### src/rtl/up_down_count_sequencer_if.sv
// ---------------------------------------------------------------------------
// up_down_count_sequencer_if
//   Command channel between a control master and the up/down count sequencer.
//
//   Handshake: the master raises cmd_valid with cmd_op/cmd_val/cmd_steps and
//   holds all of them stable until the slave accepts.  A command is accepted
//   on the rising edge where cmd_valid & cmd_ready are both high; cmd_ready
//   never depends on cmd_valid.  abort is a level side-band that travels with
//   the channel and is only looked at while a stepping command is running.
//
//   Signals
//     cmd_valid  master->slave  command present
//     cmd_ready  slave->master  sequencer idle and able to take a command
//     cmd_op     master->slave  00 LOAD, 01 UP, 10 DOWN, 11 CLEAR
//     cmd_val    master->slave  LOAD value
//     cmd_steps  master->slave  step count for UP/DOWN
//     abort      master->slave  stop a running UP/DOWN
// ---------------------------------------------------------------------------
interface up_down_count_sequencer_if #(
  parameter int WIDTH  = 3,
  parameter int STEP_W = 8
);
  logic              cmd_valid;
  logic              cmd_ready;
  logic [1:0]        cmd_op;
  logic [WIDTH-1:0]  cmd_val;
  logic [STEP_W-1:0] cmd_steps;
  logic              abort;

  modport master (
    output cmd_valid,
    output cmd_op,
    output cmd_val,
    output cmd_steps,
    output abort,
    input  cmd_ready
  );

  modport slave (
    input  cmd_valid,
    input  cmd_op,
    input  cmd_val,
    input  cmd_steps,
    input  abort,
    output cmd_ready
  );
endinterface

### src/rtl/up_down_count_sequencer.sv
// ---------------------------------------------------------------------------
// up_down_count_sequencer
//   Command-driven sequencer for a WIDTH-bit up/down counter.  LOAD and CLEAR
//   set the count directly; UP and DOWN step it once per cycle for a
//   programmed number of steps.  Each applied step is flagged by step_en in
//   the cycle whose closing edge applies it; the direction is presented on m.
//   With WRAP=1 the count wraps modulo 2^WIDTH, with WRAP=0 a run that would
//   step past 0 or 2^WIDTH-1 stops there and drops its remaining steps.
//
//   Ports
//     clk        rising-edge clock
//     rst_n      asynchronous active-low reset
//     cmd        command channel (slave side), see up_down_count_sequencer_if
//     m          direction of the current/last stepping command (1 = down)
//     step_en    a step is applied at the end of this cycle
//     count      current count
//     busy       not idle
//     done       one-cycle pulse ending every accepted command
//     boundary   sticky: wrap or saturation during the current/last command
//     aborted    sticky: current/last command ended by abort
//     dbg_state  FSM state (0 idle, 1 run, 2 done)
// ---------------------------------------------------------------------------
module up_down_count_sequencer #(
  parameter int WIDTH  = 3,
  parameter int STEP_W = 8,
  parameter int WRAP   = 1
) (
  input  logic                 clk,
  input  logic                 rst_n,
  up_down_count_sequencer_if.slave cmd,
  output logic                 m,
  output logic                 step_en,
  output logic [WIDTH-1:0]     count,
  output logic                 busy,
  output logic                 done,
  output logic                 boundary,
  output logic                 aborted,
  output logic [1:0]           dbg_state
);

  typedef enum logic [1:0] {
    S_IDLE = 2'd0,
    S_RUN  = 2'd1,
    S_DONE = 2'd2
  } state_e;

  localparam logic [1:0] OP_LOAD  = 2'b00;
  localparam logic [1:0] OP_UP    = 2'b01;
  localparam logic [1:0] OP_DOWN  = 2'b10;
  localparam logic [1:0] OP_CLEAR = 2'b11;

  localparam logic [WIDTH-1:0]  CNT_MAX = '1;
  localparam logic [WIDTH-1:0]  CNT_ONE = WIDTH'(1);
  localparam logic [STEP_W-1:0] REM_ONE = STEP_W'(1);
  localparam logic              SAT_MODE = (WRAP == 0);

  state_e            state_q, state_d;
  logic [WIDTH-1:0]  count_q, count_d;
  logic              m_q, m_d;
  logic [STEP_W-1:0] rem_q, rem_d;
  logic              boundary_q, boundary_d;
  logic              aborted_q, aborted_d;

  logic              step_en_c;
  logic              at_limit;
  logic              sat_hit;

  // ------------------------------------------------------------------------
  // State register
  // ------------------------------------------------------------------------
  always_ff @(posedge clk or negedge rst_n) begin
    if (!rst_n) begin
      state_q    <= S_IDLE;
      count_q    <= '0;
      m_q        <= 1'b0;
      rem_q      <= '0;
      boundary_q <= 1'b0;
      aborted_q  <= 1'b0;
    end else begin
      state_q    <= state_d;
      count_q    <= count_d;
      m_q        <= m_d;
      rem_q      <= rem_d;
      boundary_q <= boundary_d;
      aborted_q  <= aborted_d;
    end
  end

  // ------------------------------------------------------------------------
  // Next state and step generation
  // ------------------------------------------------------------------------
  always_comb begin
    state_d    = state_q;
    count_d    = count_q;
    m_d        = m_q;
    rem_d      = rem_q;
    boundary_d = boundary_q;
    aborted_d  = aborted_q;
    step_en_c  = 1'b0;

    // The count sits at the end of its range in the current direction; the
    // next step would wrap (WRAP=1) or is refused (WRAP=0).
    at_limit = m_q ? (count_q == '0) : (count_q == CNT_MAX);
    sat_hit  = SAT_MODE & at_limit;

    unique case (state_q)
      S_IDLE: begin
        if (cmd.cmd_valid) begin
          // Status flags describe the command being accepted now.
          boundary_d = 1'b0;
          aborted_d  = 1'b0;
          unique case (cmd.cmd_op)
            OP_LOAD: begin
              count_d = cmd.cmd_val;
              state_d = S_DONE;
            end
            OP_CLEAR: begin
              count_d = '0;
              state_d = S_DONE;
            end
            OP_UP, OP_DOWN: begin
              m_d     = cmd.cmd_op[1];
              rem_d   = cmd.cmd_steps;
              state_d = (cmd.cmd_steps == '0) ? S_DONE : S_RUN;
            end
            default: state_d = S_IDLE;
          endcase
        end
      end

      S_RUN: begin
        step_en_c = ~cmd.abort & ~sat_hit;
        if (cmd.abort || sat_hit) begin
          // Both conditions can hold in the same cycle; record each.
          aborted_d  = aborted_q | cmd.abort;
          boundary_d = boundary_q | sat_hit;
          rem_d      = '0;
          state_d    = S_DONE;
        end else begin
          count_d = m_q ? (count_q - CNT_ONE) : (count_q + CNT_ONE);
          rem_d   = rem_q - REM_ONE;
          // Only reachable with WRAP=1: this step wraps the count.
          if (at_limit) begin
            boundary_d = 1'b1;
          end
          if (rem_q == REM_ONE) begin
            state_d = S_DONE;
          end
        end
      end

      S_DONE: begin
        state_d = S_IDLE;
      end

      default: begin
        state_d = S_IDLE;
      end
    endcase
  end

  // ------------------------------------------------------------------------
  // Outputs
  // ------------------------------------------------------------------------
  assign cmd.cmd_ready = (state_q == S_IDLE);
  assign busy          = (state_q != S_IDLE);
  assign done          = (state_q == S_DONE);
  assign step_en       = step_en_c;
  assign count         = count_q;
  assign m             = m_q;
  assign boundary      = boundary_q;
  assign aborted       = aborted_q;
  assign dbg_state     = state_q;

endmodule

### src/flat_wrapper.sv
// flat-port wrapper written by rule: the top's interface ports become plain ports
module up_down_count_sequencer_flat 
#(
  parameter int WIDTH  = 3,
  parameter int STEP_W = 8,
  parameter int WRAP   = 1
)
  (clk, rst_n, m, step_en, count, busy, done, boundary, aborted, dbg_state, cmd_cmd_valid, cmd_cmd_op, cmd_cmd_val, cmd_cmd_steps, cmd_abort, cmd_cmd_ready);
  up_down_count_sequencer_if #(.WIDTH(WIDTH), .STEP_W(STEP_W)) cmd_i ();
  input  logic clk;
  input  logic rst_n;
  output logic m;
  output logic step_en;
  output logic [WIDTH-1:0] count;
  output logic busy;
  output logic done;
  output logic boundary;
  output logic aborted;
  output logic [1:0] dbg_state;
  input wire logic [$bits(cmd_i.cmd_valid)-1:0] cmd_cmd_valid;
  input wire logic [$bits(cmd_i.cmd_op)-1:0] cmd_cmd_op;
  input wire logic [$bits(cmd_i.cmd_val)-1:0] cmd_cmd_val;
  input wire logic [$bits(cmd_i.cmd_steps)-1:0] cmd_cmd_steps;
  input wire logic [$bits(cmd_i.abort)-1:0] cmd_abort;
  output wire logic [$bits(cmd_i.cmd_ready)-1:0] cmd_cmd_ready;
  assign cmd_i.cmd_valid = cmd_cmd_valid;
  assign cmd_i.cmd_op = cmd_cmd_op;
  assign cmd_i.cmd_val = cmd_cmd_val;
  assign cmd_i.cmd_steps = cmd_cmd_steps;
  assign cmd_i.abort = cmd_abort;
  assign cmd_cmd_ready = cmd_i.cmd_ready;
  up_down_count_sequencer #(.WIDTH(WIDTH), .STEP_W(STEP_W), .WRAP(WRAP)) u_core (.clk(clk), .rst_n(rst_n), .cmd(cmd_i), .m(m), .step_en(step_en), .count(count), .busy(busy), .done(done), .boundary(boundary), .aborted(aborted), .dbg_state(dbg_state));
endmodule
### config.mk
export PLATFORM = sky130hd
export DESIGN_NAME = up_down_count_sequencer_flat
export DESIGN_NICKNAME = d
export VERILOG_FILES = /design/src/rtl/up_down_count_sequencer_if.sv /design/src/rtl/up_down_count_sequencer.sv /design/src/flat_wrapper.sv
export SDC_FILE = /design/constraint.sdc
export NUM_CORES = 1
export LEC_CHECK = 0
export CAP_MARGIN = 20
export CORE_MARGIN = 8
export CORE_UTILIZATION = 61
export CTS_CLUSTER_SIZE = 40
export DETAILED_ROUTE_END_ITERATION = 10
export DONT_BUFFER_PORTS = 1
export HOLD_SLACK_MARGIN = 0.06
export MAX_ROUTING_LAYER = met4
export PLACE_DENSITY = 0.77
export SETUP_SLACK_MARGIN = 0.2
export SLEW_MARGIN = 20
export SYNTH_ARGS = -nofsm -noshare
export SYNTH_HDL_FRONTEND = slang
export SYNTH_SLANG_ARGS = --single-unit
### constraint.sdc
create_clock -name clk -period 2.3 [get_ports clk]
set_input_delay 0.23 -clock clk [delete_from_list [all_inputs] [get_ports clk]]
set_output_delay 0.23 -clock clk [all_outputs]
set_load 0.01 [all_outputs]
* Word level (Yosys, flattened, before mapping)
Index checks and enable logic that the tools add are counted.
** Storage, ports and cells
- Output and inout bits :: 12
- Register bits after elaboration :: 16
** Operators by class
- Multiplexer cells :: 23
- Reduce and logical (&&, ||, !) cells :: 14
- $add $sub $neg :: 3
- Bitwise logic cells :: 2
- Equality and inequality tests :: 14
** Operator list (number)
- $mux W8 :: 3
- $pmux W8 S2 :: 1
- $pmux W3 S2 :: 2
- $mux W3 :: 3
- $reduce_and A3 Y1 :: 3
- $eq A8 B1 Y1 const B :: 1
- $logic_not A8 Y1 :: 1
- $mux W2 :: 4
- $pmux W2 S2 :: 2
- $reduce_and A4 Y1 :: 2
- $sub A8 B1 Y8 const B :: 1
- $eq A2 B2 Y1 const B :: 3
- $mux W1 :: 6
- $ne A2 B2 Y1 const B :: 3
- $eq A2 B1 Y1 const B :: 2
- $logic_not A2 Y1 :: 2
- $ne A2 B1 Y1 const B :: 2
- $pmux W1 S2 :: 2
- $reduce_bool A2 Y1 :: 2
- $reduce_or A2 Y1 :: 2
- $add A3 B1 Y3 const B :: 1
- $eq A3 B3 Y1 const B :: 1
- $logic_not A3 Y1 :: 1
- $ne A3 B1 Y1 const B :: 1
- 5 further kinds :: 5

* Logic depth before layout (Yosys ltp)
Gate-level depths: netlist of the first run.
- Depth in word-level cells :: 5
- Mapped depth :: 6

* Worst setup path after synthesis of the first run
Ideal clock, no wire load.
- Path type :: reg-to-reg
- Start point :: reg u_core.rem_q[2]
- End point :: reg u_core.rem_q[5]
- Cell stages (with the launch flop) :: 5
- Period minus slack after synthesis :: 1647 ps
- Slack :: 653 ps
- Arrival time :: 1583 ps
- Setup time :: 65 ps
- Cell sequence :: dfrtp_1 > or4_1 > or4_1 > o21ai_1 > a22o_2
** Between the ends
- Cells in the longest elaborated chain, start to end :: 3
** Ends and longest elaborated chain
- from (decl) :: line up_down_count_sequencer.sv:60 : logic [STEP_W-1:0] rem_q, rem_d;
- from (signal assigned) :: line up_down_count_sequencer.sv:83 : rem_q <= rem_d;
- $sub A8 B1 Y8 :: line up_down_count_sequencer.sv:141 : rem_d = rem_q - REM_ONE;
- $mux W8 :: line up_down_count_sequencer.sv:133 : if (cmd.abort || sat_hit) begin
- $pmux W8 S2 :: line up_down_count_sequencer.sv:106 : unique case (state_q)
No other way between the ends.
A chain may end at the register's enable or synchronous reset.

* Worst setup path in the final report of the first run
- Start point :: reg u_core.state_q[0] (netlist: u_core.dbg_state[0])
- End point :: out step_en
** Between the ends
- Cells in the longest elaborated chain, start to end :: 2
** Ends and longest elaborated chain
- from (decl) :: line up_down_count_sequencer.sv:57 : state_e state_q, state_d;
- from (signal assigned) :: line up_down_count_sequencer.sv:80 : state_q <= state_d;
- $eq A2 B1 Y1 :: line up_down_count_sequencer.sv:106
- $mux W1 :: line up_down_count_sequencer.sv:106
- to (decl) :: line flat_wrapper.sv:13 : output logic step_en;
No other way between the ends.

==> impl_results.md, run 1 <==
- Power per cell area: ~1300 nW/um^2
- Routed len/inst: just under 20 um
- Remaining Overflow, GRT: 0
- R2R cell count: 6
- Vias per cell: just under 7
- Cell depth of the worst setup path: 2
- Final setup viols: 0
- Setup Skew: 0.00177 ns
- Most area-consuming cells after synthesis: dfrtp_1 (38%), a21oi_1 (4.7%), ha_1 (4.7%), inv_1 (4.2%), nor2_1 (3.9%)
- Post-CTS resize count: 0
- Largest net degree at the start of global routing: 17
- CTS tree: done
- Total CTS buffers: 3
- Status: finished, final reports clean
- Initial antenna violation count: 0
- Worst-Margin Slew: ~0.76 ns
- Global-route wire length before repair: 4.72 mm
- Vias: between 900 and 1000
- Synth warnings: 0
- Leakage: between 0.5 and 0.6 nW
- Sequential share of the synthesized area: 37.6%
- Die area: between 3000 and 4000 um^2
- First drt pass iteration count: 4
- Synthesis-to-layout area growth: 6.12%
- Top delay family on crit path: simple AND/OR/NAND/NOR gates
- CP cell instances: or3b_2 > inv_1
- Top cell type's share of synthesized area: 37.6%
- Finished Cell Area: about 1100 um^2
- Crit-path slowest cell: or3b_2
- Antenna Nets Post-Route: 0
- Buffer levels on the longest clock path: 2
- Clock sinks: 16
- Final min period: 1.97 ns
- Post-synth EDFFs: 0
- FMAX: just over 0.5 GHz
- Ratio of final minimum period to clock period: 85.7%
- Mapped Nets: around 150
- Setup TNS: 0 ns
- Count of input and output buffers: 0
- Most area-hungry cell type in the Yosys netlist: dfrtp_1
- Worst min-delay path category: primary input to flip-flop
- CP required: 2.07 ns
- Worst Hold Path Cells: 1
- Hold slack final: between 0.07 and 0.08 ns
- Critical Path End Type: output pin
- Synth unique cells: 40
- First DRT Iteration DRCs: 37
- RD Place Congestion: 0.849
- Hold Fails Final Rpt: 0
- Synth Flop Type: dfrtp_1
- Startpoint type of the worst setup path: flip-flop
- Max_slew headroom: 49.4%
- DP HPWL: around 2.1 mm
- Initial Util: 63.0%
- Clock transition at the registers of the reported paths: roughly 0.10 ns
- Total power draw: about 1.4 mW
- I/O pins: 29
- Syn Area/Cell: about 8.6 um^2
- Antenna cells: 0
- Data arrival, critical path: ~1.7 ns
- Total of max-cap violations: 0
- RSZ-0062 raised after global routing: no
- Clock Latency Late Sink: ~0.29 ns
- Die height: slightly below 60 um
- Worst Path Max Fanout: 12
- Finished Layout Cells: about 140
- Crit Path Category: flip-flop to output pin
- Core area: around 1700 um^2
- Ratio of cells with drive above 1 in the final layout: a little under 8%
- Syn Inst Count: approximately 120
- Die width: 57.8 um
- Max VDD drop: between 0.7 and 0.8 mV
- Slew Limit Fails: 0
- All-Layer GR Usage: between 10% and 20%
- Dpl cell area: roughly 1100 um^2
- Post-Route WL: about 2.8 mm
- Max incr delay on CP: around 0.62 ns
- Placed insts: 137
- WP buf/inv: 1
- Nets: approximately 150
- Post-synth ARST share: 100%
- Synthesized area: roughly 1100 um^2
- Vias in the first global route: 957
- Num rows: 15
- Synthesis-stage register bit count: 16
- CTS root buf: clkbuf_4
- H-Tree Depth: 1
- Residual DRC count: 0
path summary, 6_finish.rpt:
kind	from	end	slack (ns)
max in group asynchronous	rst_n	u_core.dbg_state[1]	1.39
worst max-delay path	u_core.dbg_state[0]	step_en	0.33
worst min register to register	u_core.rem_q[5]	u_core.rem_q[5]	0.58
worst min-delay path	cmd_cmd_valid	u_core.dbg_state[1]	0.08
worst max register to register	u_core.rem_q[0]	u_core.rem_q[4]	0.48
min in group asynchronous	rst_n	u_core.rem_q[7]	0.44
registers in the layout, indices dropped and copies added, names as in the netlist:
name	cells
u_core.dbg_state	2
u_core.rem_q	8
u_core.boundary	1
u_core.count	3
u_core.m	1
u_core.aborted	1
layer usage:
layer / routed length (um) / up-vias / track usage [%]
met1: 1250 / 464 / 23.1
li1: - / 454 / -
met3: 206 / 7 / 4.64
met5: 0 / - / -
met4: 55 / 0 / 7.69
met2: 1330 / 37 / 27.8
layout by cell type (no fill, tap or decap), drive strengths merged, types with 3 or more instances in the layout:
cell type	count
o211ai	3
a21oi	10
nor2	11
nand3	3
inv	12
nor4	4
dfrtp	16
a22oi	4
ha	4
nand2	9
o21ai	7
clkbuf	4
nor3	4
stage by stage:
stage	worst slack (ns)	utilization, %
final	0.328	66.8
after CTS	0.322	66.8
after detailed placement	0.533	63.5
after floorplan	0.653	-
after global placement	0.553	63.5
after global routing	0.244	66.8
cell usage after synthesis, types with 2 or more instances:
cell type   n
clkbuf_1    4
nand3_1     3
or4_1       2
nor2b_1     2
ha_1        4
or3b_2      2
nor4_1      4
a21oi_1    10
a22oi_1     4
a2bb2oi_1   2
xor2_1      2
o31ai_1     2
o21ai_0     6
a31oi_1     2
nand2_1     9
dfrtp_1    16
nor2_1     11
nor3_1      4
inv_1      12
o211ai_1    3
kinds of logic after synthesis:
| group | after synthesis | share of synthesized area [%] |
|---|---|---|
| compound gates | 38 | 24.0 |
| fa+ha+maj | 5 | 6.59 |
| buf+inv | 17 | 6.12 |
| flops | 16 | 37.6 |
| xor+xnor | 3 | 2.47 |
| mux | 1 | 0.941 |
| simple gates | 44 | 22.2 |
final cells by class:
cell class | instances | area, um^2
Tap cell | 17 | 21.3
Inverter | 12 | 45.0
Clock buffer | 4 | 36.3
Multi-Input combinational cell | 91 | 598
Timing Repair Buffer | 3 | 27.5
Sequential cell | 16 | 400
Fill cell | 151 | 561
timing repair:
action,in CTS,in global routing
hold endpoints to repair,17,0
hold buffers,2,0
buffers inserted,0,0
report_power, final:
part / internal (mW) / switching (mW) / total, mW
clock: 0.0965 / 0.0990 / 0.196
sequential: 0.403 / 0.227 / 0.630
combinational: 0.275 / 0.338 / 0.613
total: 0.775 / 0.664 / 1.44
Power figures use the tool's default switching activity.
==> run 2: changes to the inputs <==
--- a/config.mk
+++ b/config.mk
@@ -14,6 +14,7 @@
 export HOLD_SLACK_MARGIN = 0.06
 export MAX_ROUTING_LAYER = met4
 export PLACE_DENSITY = 0.77
+export RECOVER_POWER = 25
 export SETUP_SLACK_MARGIN = 0.2
 export SLEW_MARGIN = 20
 export SYNTH_ARGS = -nofsm -noshare
==> results of run 2 <==
Same layout as run 1: the final DEF is identical, and so are final timing and power.
